## src/rtl/spi_pix_pkg.sv

```systemverilog
// Shared definitions for the SPI pixel frame receiver.
//   state_t           frame FSM encoding
//   SYNC0/1_DEF       default start sequence bytes
//   STOP_BYTE_DEF     default stop byte (sent twice)
//   SCLK_MIN_HALF_NS  shortest legal SCLK high or low time; below this the
//                     2-FF synchroniser on clk_sys can miss an edge
package spi_pix_pkg;

   typedef enum logic [2:0] {
      ST_IDLE   = 3'd0,
      ST_SYNC_A = 3'd1,
      ST_SYNC_B = 3'd2,
      ST_PIXEL  = 3'd3,
      ST_HUNT   = 3'd4
   } state_t;

   localparam logic [7:0] SYNC0_DEF     = 8'h55;
   localparam logic [7:0] SYNC1_DEF     = 8'h5B;
   localparam logic [7:0] STOP_BYTE_DEF = 8'hAA;

   localparam int SCLK_MIN_HALF_NS = 40;

endpackage

```

## src/rtl/spi_byte_deser.sv

```systemverilog
// SPI slave byte deserialiser (mode 3: SCLK idles high, sample on rise, MSB first).
// Ports:
//   i_clk, i_rst      system clock, synchronous active-high reset
//   i_sclk/i_cs/i_mosi asynchronous SPI pins
//   o_byte_vld        one-cycle strobe, o_byte holds the completed byte
//   o_cs_fall         one-cycle pulse on synchronised CS falling edge
//   o_cs_rise         one-cycle pulse on synchronised CS rising edge
//   o_partial         bit counter is non-zero (byte in progress)
module spi_byte_deser
   import spi_pix_pkg::*;
(
   input  logic       i_clk,
   input  logic       i_rst,
   input  logic       i_sclk,
   input  logic       i_cs,
   input  logic       i_mosi,
   output logic       o_byte_vld,
   output logic [7:0] o_byte,
   output logic       o_cs_fall,
   output logic       o_cs_rise,
   output logic       o_partial
);

   // [0],[1] synchroniser stages, [2] previous value for edge detection
   logic [2:0] r_sclk_sync;
   logic [2:0] r_cs_sync;
   logic [1:0] r_mosi_sync;
   logic [2:0] r_bit_cnt;
   logic [6:0] r_shift;
   logic       w_sclk_rise;

   assign w_sclk_rise = r_sclk_sync[1] & ~r_sclk_sync[2];
   assign o_cs_fall   = r_cs_sync[2] & ~r_cs_sync[1];
   assign o_cs_rise   = ~r_cs_sync[2] & r_cs_sync[1];
   assign o_partial   = (r_bit_cnt != 3'd0);

   always_ff @(posedge i_clk) begin
      if (i_rst) begin
         // SCLK resets to its idle level so no false rise appears.
         // CS resets low: if reset hits mid-frame with CS still asserted,
         // no CS fall is seen afterwards and the rest of that frame is ignored.
         r_sclk_sync <= 3'b111;
         r_cs_sync   <= 3'b000;
         r_mosi_sync <= 2'b00;
         r_bit_cnt   <= 3'd0;
         r_shift     <= 7'd0;
         o_byte_vld  <= 1'b0;
         o_byte      <= 8'd0;
      end else begin
         r_sclk_sync <= {r_sclk_sync[1:0], i_sclk};
         r_cs_sync   <= {r_cs_sync[1:0], i_cs};
         r_mosi_sync <= {r_mosi_sync[0], i_mosi};
         o_byte_vld  <= 1'b0;
         if (r_cs_sync[1]) begin
            r_bit_cnt <= 3'd0;
         end else if (w_sclk_rise) begin
            r_shift   <= {r_shift[5:0], r_mosi_sync[1]};
            r_bit_cnt <= r_bit_cnt + 3'd1;
            if (r_bit_cnt == 3'd7) begin
               o_byte_vld <= 1'b1;
               o_byte     <= {r_shift, r_mosi_sync[1]};
            end
         end
      end
   end

endmodule

```

## src/rtl/spi_pixel_frame_rx.sv

```systemverilog
// SPI pixel frame receiver: checks start bytes, assembles pixels, writes them
// to pixel RAM by index and validates the stop sequence at CS release.
// Ports:
//   i_clk50m, i_rst          system clock, synchronous active-high reset
//   i_sclk, i_cs, i_mosi     asynchronous SPI slave pins
//   o_wr_en/addr/data        one-cycle pixel RAM write, first byte in MSBs
//   o_busy                   frame in progress (CS low)
//   o_frame_done/o_frame_err one-cycle accept/reject pulses
//   o_pixel_count            pixel count of last accepted frame
// Optional: define SPI_PIX_CHECKSUM_EN to expect an XOR checksum byte of all
// pixel bytes just before the stop sequence.
//
// state     | meaning
// ----------+-----------------------------------------------
// ST_IDLE   | CS high, waiting for CS fall
// ST_SYNC_A | expecting first start byte
// ST_SYNC_B | expecting second start byte
// ST_PIXEL  | receiving pixel data through the delay line
// ST_HUNT   | bad start, ignore bytes until CS rises
module spi_pixel_frame_rx
   import spi_pix_pkg::*;
#(
   parameter int         BYTES_PER_PIXEL = 3,
   parameter int         MAX_PIXELS      = 1200,
   parameter int         ADDR_W          = 11,
   parameter logic [7:0] SYNC0           = SYNC0_DEF,
   parameter logic [7:0] SYNC1           = SYNC1_DEF,
   parameter logic [7:0] STOP_BYTE       = STOP_BYTE_DEF
)
(
   input  logic                         i_clk50m,
   input  logic                         i_rst,
   input  logic                         i_sclk,
   input  logic                         i_cs,
   input  logic                         i_mosi,
   output logic                         o_wr_en,
   output logic [ADDR_W-1:0]            o_wr_addr,
   output logic [8*BYTES_PER_PIXEL-1:0] o_wr_data,
   output logic                         o_busy,
   output logic                         o_frame_done,
   output logic                         o_frame_err,
   output logic [ADDR_W:0]              o_pixel_count
);

   localparam int PIX_W = 8 * BYTES_PER_PIXEL;
`ifdef SPI_PIX_CHECKSUM_EN
   localparam int DL_DEPTH = 3;
`else
   localparam int DL_DEPTH = 2;
`endif
   localparam logic [1:0]      DL_FULL  = 2'(DL_DEPTH);
   localparam logic [2:0]      ASM_LAST = 3'(BYTES_PER_PIXEL - 1);
   localparam logic [ADDR_W:0] MAX_IDX  = (ADDR_W + 1)'(MAX_PIXELS);

   logic       w_byte_vld;
   logic [7:0] w_byte;
   logic       w_cs_fall;
   logic       w_cs_rise;
   logic       w_partial;

   spi_byte_deser u_deser (
      .i_clk      (i_clk50m),
      .i_rst      (i_rst),
      .i_sclk     (i_sclk),
      .i_cs       (i_cs),
      .i_mosi     (i_mosi),
      .o_byte_vld (w_byte_vld),
      .o_byte     (w_byte),
      .o_cs_fall  (w_cs_fall),
      .o_cs_rise  (w_cs_rise),
      .o_partial  (w_partial)
   );

   state_t                      r_state, w_next;
   logic [DL_DEPTH-1:0][7:0]    r_dl;       // [0] newest byte
   logic [1:0]                  r_dl_cnt;
   logic [2:0]                  r_asm_cnt;
   logic [PIX_W-1:0]            r_asm_data;
   logic [ADDR_W:0]             r_idx;
   logic                        r_ovf;
   logic                        r_any_byte;
   logic                        w_done, w_err, w_accept, w_csum_ok;
   logic [7:0]                  w_pix_byte;
   logic [PIX_W-1:0]            w_pix;

   // The assembler register doubles as the write data: the next pixel byte
   // arrives many clocks after the write strobe, so it is stable when used.
   assign o_wr_data  = r_asm_data;
   assign w_pix_byte = r_dl[DL_DEPTH-1];

   if (PIX_W > 8) begin : g_asm_wide
      assign w_pix = {r_asm_data[PIX_W-9:0], w_pix_byte};
   end else begin : g_asm_narrow
      assign w_pix = w_pix_byte;
   end

`ifdef SPI_PIX_CHECKSUM_EN
   logic [7:0] r_csum;
   assign w_csum_ok = (r_dl[2] == r_csum);
`else
   assign w_csum_ok = 1'b1;
`endif

   assign w_accept = !w_partial && (r_dl_cnt == DL_FULL) &&
                     (r_dl[1] == STOP_BYTE) && (r_dl[0] == STOP_BYTE) &&
                     (r_asm_cnt == 3'd0) && !r_ovf && w_csum_ok;

   assign o_busy = (r_state != ST_IDLE) && !w_cs_rise;

   always_comb begin
      w_next = r_state;
      w_done = 1'b0;
      w_err  = 1'b0;
      if (w_cs_rise) begin
         w_next = ST_IDLE;
         case (r_state)
            ST_PIXEL: begin
               w_done = w_accept;
               w_err  = !w_accept;
            end
            ST_SYNC_A, ST_SYNC_B, ST_HUNT: w_err = r_any_byte;
            default: ;
         endcase
      end else begin
         case (r_state)
            ST_IDLE:   if (w_cs_fall)  w_next = ST_SYNC_A;
            ST_SYNC_A: if (w_byte_vld) w_next = (w_byte == SYNC0) ? ST_SYNC_B : ST_HUNT;
            ST_SYNC_B: if (w_byte_vld) w_next = (w_byte == SYNC1) ? ST_PIXEL : ST_HUNT;
            default: ;
         endcase
      end
   end

   always_ff @(posedge i_clk50m) begin
      if (i_rst) begin
         r_state       <= ST_IDLE;
         r_dl          <= '0;
         r_dl_cnt      <= 2'd0;
         r_asm_cnt     <= 3'd0;
         r_asm_data    <= '0;
         r_idx         <= '0;
         r_ovf         <= 1'b0;
         r_any_byte    <= 1'b0;
         o_wr_en       <= 1'b0;
         o_wr_addr     <= '0;
         o_frame_done  <= 1'b0;
         o_frame_err   <= 1'b0;
         o_pixel_count <= '0;
`ifdef SPI_PIX_CHECKSUM_EN
         r_csum        <= 8'd0;
`endif
      end else begin
         r_state      <= w_next;
         o_frame_done <= w_done;
         o_frame_err  <= w_err;
         o_wr_en      <= 1'b0;
         if (w_done) o_pixel_count <= r_idx;
         if (w_cs_fall) begin
            r_dl_cnt   <= 2'd0;
            r_asm_cnt  <= 3'd0;
            r_idx      <= '0;
            r_ovf      <= 1'b0;
            r_any_byte <= 1'b0;
`ifdef SPI_PIX_CHECKSUM_EN
            r_csum     <= 8'd0;
`endif
         end else if (w_byte_vld && (r_state != ST_IDLE)) begin
            r_any_byte <= 1'b1;
            if (r_state == ST_PIXEL) begin
               r_dl <= {r_dl[DL_DEPTH-2:0], w_byte};
               if (r_dl_cnt != DL_FULL) begin
                  r_dl_cnt <= r_dl_cnt + 2'd1;
               end else begin
                  // oldest delayed byte is confirmed pixel data
                  r_asm_data <= w_pix;
`ifdef SPI_PIX_CHECKSUM_EN
                  r_csum     <= r_csum ^ w_pix_byte;
`endif
                  if (r_asm_cnt == ASM_LAST) begin
                     r_asm_cnt <= 3'd0;
                     if (r_idx < MAX_IDX) begin
                        o_wr_en   <= 1'b1;
                        o_wr_addr <= r_idx[ADDR_W-1:0];
                        r_idx     <= r_idx + 1'b1;
                     end else begin
                        r_ovf <= 1'b1;
                     end
                  end else begin
                     r_asm_cnt <= r_asm_cnt + 3'd1;
                  end
               end
            end
         end
      end
   end

endmodule

```

## config.mk

```make
export PLATFORM = sky130hd
export DESIGN_NAME = spi_pixel_frame_rx
export DESIGN_NICKNAME = d
export VERILOG_FILES = /design/src/rtl/spi_pix_pkg.sv /design/src/rtl/spi_byte_deser.sv /design/src/rtl/spi_pixel_frame_rx.sv
export SDC_FILE = /design/constraint.sdc
export NUM_CORES = 1
export LEC_CHECK = 0
export BUFFER_PORTS_ARGS = -buffer_cell sky130_fd_sc_hd__buf_2
export CAP_MARGIN = 10
export CORE_ASPECT_RATIO = 0.8
export CORE_MARGIN = 4
export CORE_UTILIZATION = 30
export CTS_CLUSTER_SIZE = 14
export DETAILED_ROUTE_END_ITERATION = 7
export HOLD_SLACK_MARGIN = 0.12
export PLACE_DENSITY_LB_ADDON = 0.3
export SYNTH_ARGS = -nofsm -noshare
export SYNTH_HDL_FRONTEND = slang
export SYNTH_SLANG_ARGS = --single-unit
```

## constraint.sdc

```tcl
create_clock -name i_clk50m -period 4.9 [get_ports i_clk50m]
set_input_delay 0.49 -clock i_clk50m [delete_from_list [all_inputs] [get_ports i_clk50m]]
set_output_delay 0.49 -clock i_clk50m [all_outputs]
set_load 0.005 [all_outputs]
```

==> metrics.cfg, run 1 <==
[run_status]
status=finished, final reports clean

[worst_setup_path]
arrival_ns=3.32
worstSetupStartpointType=register
cp_num_buf_inv=0
r2r_start=r_state[1]
slowest_delay_ns=0.89
cp_top_family=simple AND/OR/NAND/NOR gates
required_ns=5.22
cp_cell_sequence=nand4b_1 -> nor2_1 -> nand4_1 -> mux2i_1
critPathMaxFanout=17
cp-startpoint=r_state[1]
slowest_stage=nand4_1
worstSetupEndpointType=register
critPathKind=register to register

[routing]
routed_wl_um=10790
drc=0
viasPerCell=4.903
dr.pass1.iters=4
drtIter0Drc=226
ant_nets=0
routed-via-count=3937
drt-wirelength-per-cell_um=13.44

[logic_synthesis]
ys_warn_count=0
netlist_top_cells_area=dfxtp_1 (48%), nand2_1 (8.1%), a21oi_1 (7.8%), mux2i_1 (4.2%), nand2b_1 (3.6%)
avgSynthCellArea_um2=8.678
synth_nets=557
synthCells=547
yosys.area.top_type=dfxtp_1
synth_ff_type=dfxtp_1
synth.top_cell.area_share_pct=48.50
ys_types=54
async_flop_share_pct=0
syn_area_um2=4747
synth_edf_count=0
ys_ff_latch=115
yosysSeqAreaShare_pct=48.50

[pwr]
power_density_nw_per_um2=395.9
p_leak_nw=2.091
peakVddDrop_mv=0.1957
total_power_mw=2.270

[global_route]
overflow=0
grt_pass1_wl_um=18130
grt_antenna_before_repair=0
grt_max_degree=61
grt_pass1_vias=3711
gr-usage-all-layers_pct=12.60

[clock_network]
cts_resized=0
clock_path_buffers=2
clock_latency_ns=0.41
clock-root-buffer=clkbuf_16
htree_levels=4
holdBufCountCts=0
cts_tree=built
clock-sinks=115
clk_pin_slew_worst_paths_ns=0.06
cts_buffers=17
cts_setup_buffers=0

[sta]
finalHoldViolCount=0
fmax_mhz=333.1
slew_viol_final=0
max_slew_margin_pct=26.33
post-route-period-util_pct=61.28
finClkSkew_ns=0.006770
layout_setup_ws_ns=1.898
setup_viol=0
tns_ns=0
worstMarginPinSlew_ns=1.101
min_period_ns=3.002
rsz0062_at_grt=no
fin_hold_ws_ns=0.2631

[final_layout]
antenna_cells=0
drive_gt1_share_pct=16.53
stdcell_area_um2=5734
final_nets=590
fin_cells=803
fin_util_pct=37.57
fill_cells=1557
syn2layout_area_growth_pct=20.80

[die]
row_count=40
core_um2=15260
start_util_pct=31.10
fp.dieH_um=120.5
die_w_um=148.6
fp.dieArea_um2=17910
io_pins=56

[placement]
post_dp_cell_area_um2=5107
numPortBuffers=55
hpwl_um=7337
post-place-ws_ns=1.850
place.gp.congestion=0.7809
dp.cells=771

[run]
max-cap-violations=0

[worst_hold_path]
holdCritStartpoint=i_sclk
hold_class=input pin to register

-- Yosys cell counts, types with 3 or more instances --
library cell and instances:
mux2i_1 20, ha_1 5, nand4_1 18, nor3_1 4, or4_1 6, inv_1 5
nand2_1 103, or3_1 4, or2_2 4, clkbuf_1 29, o21ai_0 4, nor4bb_1 4
nand2b_1 27, a221oi_1 3, nand3_1 8, o31ai_1 18, nor2b_1 11, buf_2 10
dfxtp_1 115, nor2_1 23, xnor2_1 3, a21oi_1 74, and2_1 5
-- flip-flops by register name, summed over array words and instances (netlist names) --
register,flops
u_deser.r_sclk_sync,3
u_deser.o_byte,8
u_deser.r_bit_cnt,3
w_pix_byte,8
r_ovf,1
r_dl,8
u_deser.r_cs_sync,3
o_wr_data,24
o_frame_done,1
r_any_byte,1
o_pixel_count,12
o_frame_err,1
r_dl_cnt,2
o_wr_en,1
u_deser.r_shift,7
u_deser.r_mosi_sync,2
r_idx,12
o_wr_addr,11
r_asm_cnt,3
u_deser.o_byte_vld,1
r_state,3
-- worst reg2reg max path, stage by stage, from the launching register on --
cell and delay (ns):
dfxtp_1 0.55, nand4b_1 0.19, nor2_1 0.87, nand4_1 0.89, mux2i_1 0.40
-- power by group --
part	total [mW]	switching, mW	internal (mW)
clock network	1.30	0.431	0.865
logic	0.0325	0.0215	0.0109
registers	0.942	0.00263	0.939
-- logic make-up after synthesis --
| logic type | share of synthesized area [%] |
|---|---|
| AO/OA/AOI/OAI | 15.13 |
| XOR/XNOR | 0.5536 |
| adder cells (fa/ha/maj) | 1.318 |
| buffers and inverters | 4.454 |
| flip-flops | 48.50 |
| multiplexers | 4.217 |
| AND/OR/NAND/NOR | 25.83 |
-- cells in the final DEF (no fill, tap or decap), types with 3 or more instances in the layout --
cell | synthesis | final
and2_1 | 5 | 5
nand2b_1 | 27 | 27
mux2i_1 | 20 | 20
a21oi_1 | 74 | 74
dfxtp_1 | 115 | 115
o21ai_0 | 4 | 4
nor2_1 | 23 | 23
a221oi_1 | 3 | 3
bufinv_16 | 0 | 4
inv_1 | 5 | 5
o31ai_1 | 18 | 18
or2_2 | 4 | 4
nor2b_1 | 11 | 11
nor3_1 | 4 | 4
clkinv_4 | 0 | 3
or3_1 | 4 | 4
clkbuf_16 | 0 | 17
ha_1 | 5 | 5
nand4_1 | 18 | 18
or4_1 | 6 | 6
buf_2 | 10 | 55
nand3_1 | 8 | 8
xnor2_1 | 3 | 3
nand2_1 | 103 | 103
nor4bb_1 | 4 | 4
-- cell type report --
class	count	area, um^2	area share [%]
sequential	115	2302	40.15
multi-input combinational	384	2233	38.95
clock buffer	20	446.7	7.790
timing repair buffer	57	290.3	5.062
tap	210	262.8	4.582
clock inverter	12	180.2	3.142
inverter	5	18.77	0.3273
-- per-layer routing --
| metal | wire length, um | track usage, % | part of all wire [%] | up-vias |
|---|---|---|---|---|
| li1 | - | - | - | 1985 |
| met1 | 5089 | 15.95 | 47 | 1852 |
| met2 | 4889 | 19.61 | 45 | 91 |
| met3 | 706 | 4.833 | 6.5 | 9 |
| met4 | 104 | 4.443 | 0.96 | 0 |
| met5 | 0 | 0 | 0 | - |
-- path summary, 6_finish.rpt --
kind | to | slack, ns | depth (start not counted)
hold / removal | u_deser.r_sclk_sync[0] | 0.26 | 2
setup reg to reg | o_wr_addr[1] | 1.90 | 4
hold reg to reg | u_deser.r_sclk_sync[1] | 0.41 | 1
setup / recovery | o_wr_addr[1] | 1.90 | 4
Power figures use the tool's default switching activity.
==> run 2, diff against run 1 <==
clock period = 2.75 ns   (was 4.9 ns; I/O delays follow)
==> metrics.cfg, run 2 (synthesized netlist as in run 1, its figures left out) <==
[run_status]
status=finished, final reports clean

[die]
fp.dieH_um=120.5
die_w_um=148.6
fp.dieArea_um2=17910
core_um2=15260
start_util_pct=31.10
io_pins=56
row_count=40

[clock_network]
clock-root-buffer=clkbuf_16
cts_resized=0
clk_pin_slew_worst_paths_ns=0.05
clock_latency_ns=0.41
htree_levels=4
cts_buffers=17
holdBufCountCts=3
clock_path_buffers=2
cts_setup_buffers=0
cts_tree=built
clock-sinks=115

[final_layout]
fill_cells=1539
fin_cells=811
mostFrequentLayoutCell=dfxtp_1
drive_gt1_share_pct=17.30
syn2layout_area_growth_pct=23.06
final_cell_mix=dfxtp_1 (115), nand2_1 (103), a21oi_1 (74)
largest_register_ffs=24
antenna_cells=0
stdcell_area_um2=5842
final_nets=598

[sta]
worstMarginPinSlew_ns=0.7213
min_period_ns=2.166
post-route-period-util_pct=78.76
setup_viol=0
tns_ns=0
rsz0062_at_grt=no
finClkSkew_ns=0.01381
max_slew_margin_pct=51.73
slew_viol_final=0
fmax_mhz=461.7
finalHoldViolCount=0

[global_route]
grt_pass1_vias=3722
grt_pass1_wl_um=18330
gr-usage-all-layers_pct=12.76
grt_max_degree=43
overflow=0
grt_antenna_before_repair=0

[pwr]
power_density_nw_per_um2=718.5
p_leak_nw=2.147
peakVddDrop_mv=0.4092

[routing]
drt-wirelength-per-cell_um=13.57
viasPerCell=4.878
dr.pass1.iters=4
ant_nets=0
drc=0
drtIter0Drc=238
routed-via-count=3956
routed_wl_um=11010

[worst_setup_path]
worstSetupEndpointType=register
worstSetupStartpointType=register
arrival_ns=2.50
critPathKind=register to register
critPathMaxFanout=21
required_ns=3.08

[placement]
hpwl_um=7425
dp.cells=776
place.gp.congestion=0.8244
post_dp_cell_area_um2=5145
numPortBuffers=55

[run]
max-cap-violations=0

[worst_hold_path]
hold_class=input pin to register

run 2: cell types whose count changed in the layout (fill, tap and decap cells not counted):
cell           delta
clkinv_4          -2
clkbuf_8          +2
clkinv_2          -1
clkbuf_1          -1
dlygate4sd3_1     +3
buf_4             +5
bufinv_16         +1
inv_6             +1
run 2: metrics by stage:
| step | power (mW) | setup WS, ns | hold WS [ns] | util, % |
|---|---|---|---|---|
| 3_3_place_gp | 1.772 | 0.7421 | 0.3943 | 33.70 |
| 5_1_grt | 4.340 | 0.3891 | 0.4154 | 38.27 |
| 3_5_place_dp | 1.773 | 0.6260 | 0.4000 | 33.70 |
| 6_report | 4.198 | 0.5842 | 0.4025 | 38.27 |
| 4_1_cts | 4.244 | 0.5944 | 0.3901 | 38.27 |
| 2_1_floorplan | 1.758 | 0.9832 | 0.3788 | - |
run 2: layout make-up:
| type | count | area, um^2 | area share (%) |
|---|---|---|---|
| multi-input combinational | 384 | 2233 | 38.23 |
| tap | 210 | 262.8 | 4.498 |
| timing repair buffer | 65 | 357.8 | 6.126 |
| clock buffer | 21 | 470.5 | 8.053 |
| sequential | 115 | 2302 | 39.41 |
| clock inverter | 11 | 196.4 | 3.363 |
| inverter | 5 | 18.77 | 0.3213 |
run 2: report_power, final:
part | total [mW] | switching, mW | internal (mW) | leakage (nW)
clock | 2.46 | 0.773 | 1.68 | 0.320
combinational | 0.0621 | 0.0392 | 0.0230 | 0.899
sequential | 1.68 | 0.00472 | 1.67 | 0.927
total | 4.20 | 0.817 | 3.38 | 2.15
run 2: layer usage:
metal,track usage [%],vias up,share of wire [%]
li1,-,2001,-
met1,16.60,1844,49
met2,18.96,89,44
met3,4.571,22,5.4
met4,5.713,0,2.2
met5,0,-,0
run 2: worst paths after layout:
path | startpoint | endpoint | slack [ns] | cells after the start
setup / recovery | r_state[1] | r_idx[7] | 0.58 | 4
hold / removal | i_rst | u_deser.r_cs_sync[2] | 0.40 | 2
setup reg to reg | r_state[1] | r_idx[7] | 0.58 | 4
hold reg to reg | u_deser.r_sclk_sync[0] | u_deser.r_sclk_sync[1] | 0.41 | 1
run 2: critical path, stage by stage, from the launching register on:
cell and delay [ns]:
dfxtp_1 0.57, and4b_1 0.39, nand3_2 0.35, or4_1 0.61, a21oi_1 0.16
==> run 3, diff against run 2 <==
ABC_AREA = 1   (was not set)
clock period = 2.2 ns   (was 2.75 ns; I/O delays follow)
==> metrics.cfg, run 3 <==
[worst_hold_path]
holdPathStages=2
hold_class=register to register

[run_status]
status=finished, final reports clean

[sta]
max_slew_margin_pct=57.15
min_period_ns=1.731
post-route-period-util_pct=78.68
tns_ns=0
worstMarginPinSlew_ns=0.6421
finClkSkew_ns=0.006313
finalHoldViolCount=0
rsz0062_at_grt=no
fmax_mhz=577.7
slew_viol_final=0
setup_viol=0

[routing]
drtIter0Drc=210
routed-via-count=4035
dr.pass1.iters=4
viasPerCell=4.270
routed_wl_um=10580
drc=0
drt-wirelength-per-cell_um=11.19
ant_nets=0

[clock_network]
holdBufCountCts=4
cts_tree=built
clk_pin_slew_worst_paths_ns=0.05
clock-root-buffer=clkbuf_16
cts_resized=0
clock_path_buffers=2
htree_levels=4
clock_latency_ns=0.41
cts_buffers=17
clock-sinks=115
cts_setup_buffers=0

[worst_setup_path]
worst-path-stages=8
worstSetupStartpointType=register
cp-startpoint=r_dl_cnt[0]
worstReg2RegEnd=r_idx[9]
cp_top_family=simple AND/OR/NAND/NOR gates
required_ns=2.54
cp-endpoint=r_idx[9]
arrival_ns=2.07
worstSetupEndpointType=register
rrSetupSlack_ns=0.47
ff2ff_path_depth=8
critPathKind=register to register
cp_num_buf_inv=2
r2r_start=r_dl_cnt[0]
critPathMaxFanout=11
cpMostUsedCell=nor2_2
cp_cell_sequence=inv_1 -> ha_1 -> nand3_1 -> nor2_2 -> inv_2 -> nor2_2 -> nand2_1 -> a21oi_1
slowest_delay_ns=0.41
slowest_stage=nor2_2

[placement]
place.gp.congestion=0.8224
numPortBuffers=55
hpwl_um=7305

[logic_synthesis]
synthCells=661
synth_ff_type=dfxtp_1
synth_nets=671
netlist_top_cells_area=dfxtp_1 (49%), nand2_1 (11%), nor2_1 (10%), inv_1 (6.4%), a21oi_1 (5.7%)
synthAdderAreaFrac_pct=1.327
synth_xor_area_share_pct=1.114
ys_warn_count=0
syn_area_um2=4716
yosysMostFrequentCell=nand2_1
synth_compound_area_share_pct=12.68
yosys.area.top_type=dfxtp_1
yosys.area_share.simple_pct=26.21
yosysSeqAreaShare_pct=48.82
ys_types=26
muxShareOfSynthArea_pct=0
synth.top_cell.area_share_pct=48.82
synth_top_family_by_area=simple AND/OR/NAND/NOR gates
synth_edf_count=0
synth_common_cells=nand2_1 (132), nor2_1 (131), dfxtp_1 (115), inv_1 (80), a21oi_1 (54)
async_flop_share_pct=0
ys_ff_latch=115
avgSynthCellArea_um2=7.134

[pwr]
power_density_nw_per_um2=839.5
p_leak_nw=2.746
peakVddDrop_mv=0.5660

[global_route]
grt_pass1_vias=3665
grt_max_degree=34
gr-usage-all-layers_pct=12.55
overflow=0
grt_antenna_before_repair=0
grt_pass1_wl_um=17910

[final_layout]
largest_register_ffs=24
syn2layout_area_growth_pct=23.75
antenna_cells=0
fill_cells=1611
multi_input_area_um2=1949
mostFrequentLayoutCell=nand2_1
final_nets=734
fin_util_pct=38.36
seq_area_um2=2302
drive_gt1_share_pct=15.10
final_cell_mix=nand2_1 (132), nor2_1 (131), dfxtp_1 (115)

[die]
fp.dieArea_um2=17800
io_pins=56
die_w_um=148.2
start_util_pct=31.00
core_um2=15210
fp.dieH_um=120.1
row_count=40

[run]
max-cap-violations=0

-- run 3: tightest hold or removal path, delay by kind of cell, from the launching register on --
kind	cells	cell delay [ns]
DFF	1	0.29
buffers and inverters	1	0.04
and+or+nand+nor	1	0.03
-- run 3: area by class of cell --
type | count | area share (%)
Clock buffer | 21 | 8.062
Clock inverter | 9 | 1.822
Inverter | 83 | 5.339
Multi-Input combinational cell | 434 | 33.40
Sequential cell | 115 | 39.45
Tap cell | 210 | 4.503
Timing Repair Buffer | 73 | 7.419
-- run 3: cell families (layout without fill, tap and decap cells) --
kind of cell | Yosys count | in the layout
AO/OA/AOI/OAI | 119 | 119
XOR/XNOR | 6 | 6
adder cells (fa/ha/maj) | 5 | 5
buffers and inverters | 112 | 186
flip-flops | 115 | 115
AND/OR/NAND/NOR | 304 | 304
-- run 3: metrics by stage --
stage                     instances  total power, mW  setup WS [ns]  cell area [um^2]  hold WS [ns]
final                           945            4.899         0.4691              5836        0.3995
after global routing            945            5.086         0.2500              5836        0.4126
after CTS                       945            4.968         0.4462              5836        0.4012
after detailed placement        911            2.272         0.4565              5219        0.3916
after global placement          911            2.273         0.4821              5219        0.3913
after floorplan                 661            2.229         0.7371              4716        0.3155
-- run 3: how the worst min path moves through the flow --
stage                                       from                      to  slack, ns
after floorplan                            i_rst      u_deser.o_byte_vld       0.32
after global placement    u_deser.r_sclk_sync[0]  u_deser.r_sclk_sync[1]       0.39
after detailed placement  u_deser.r_mosi_sync[0]  u_deser.r_mosi_sync[1]       0.39
after CTS                 u_deser.r_mosi_sync[0]  u_deser.r_mosi_sync[1]       0.40
after global routing        u_deser.r_cs_sync[0]    u_deser.r_cs_sync[1]       0.41
final                     u_deser.r_mosi_sync[0]  u_deser.r_mosi_sync[1]       0.40
-- run 3: report_power, final --
part | internal [mW] | switching, mW | total (mW)
clock network | 1.73 | 0.931 | 2.67
registers | 2.10 | 0.00987 | 2.11
logic | 0.0431 | 0.0817 | 0.125
-- run 3: metal layers --
| layer | global-route usage, % | part of all wire [%] | wire length (um) | up-vias |
|---|---|---|---|---|
| met4 | 4.270 | 0.94 | 99 | 0 |
| li1 | - | - | - | 2192 |
| met5 | 0 | 0 | 0 | - |
| met1 | 18.07 | 55 | 5864 | 1783 |
| met3 | 4.832 | 4.2 | 447 | 9 |
| met2 | 16.94 | 39 | 4166 | 51 |
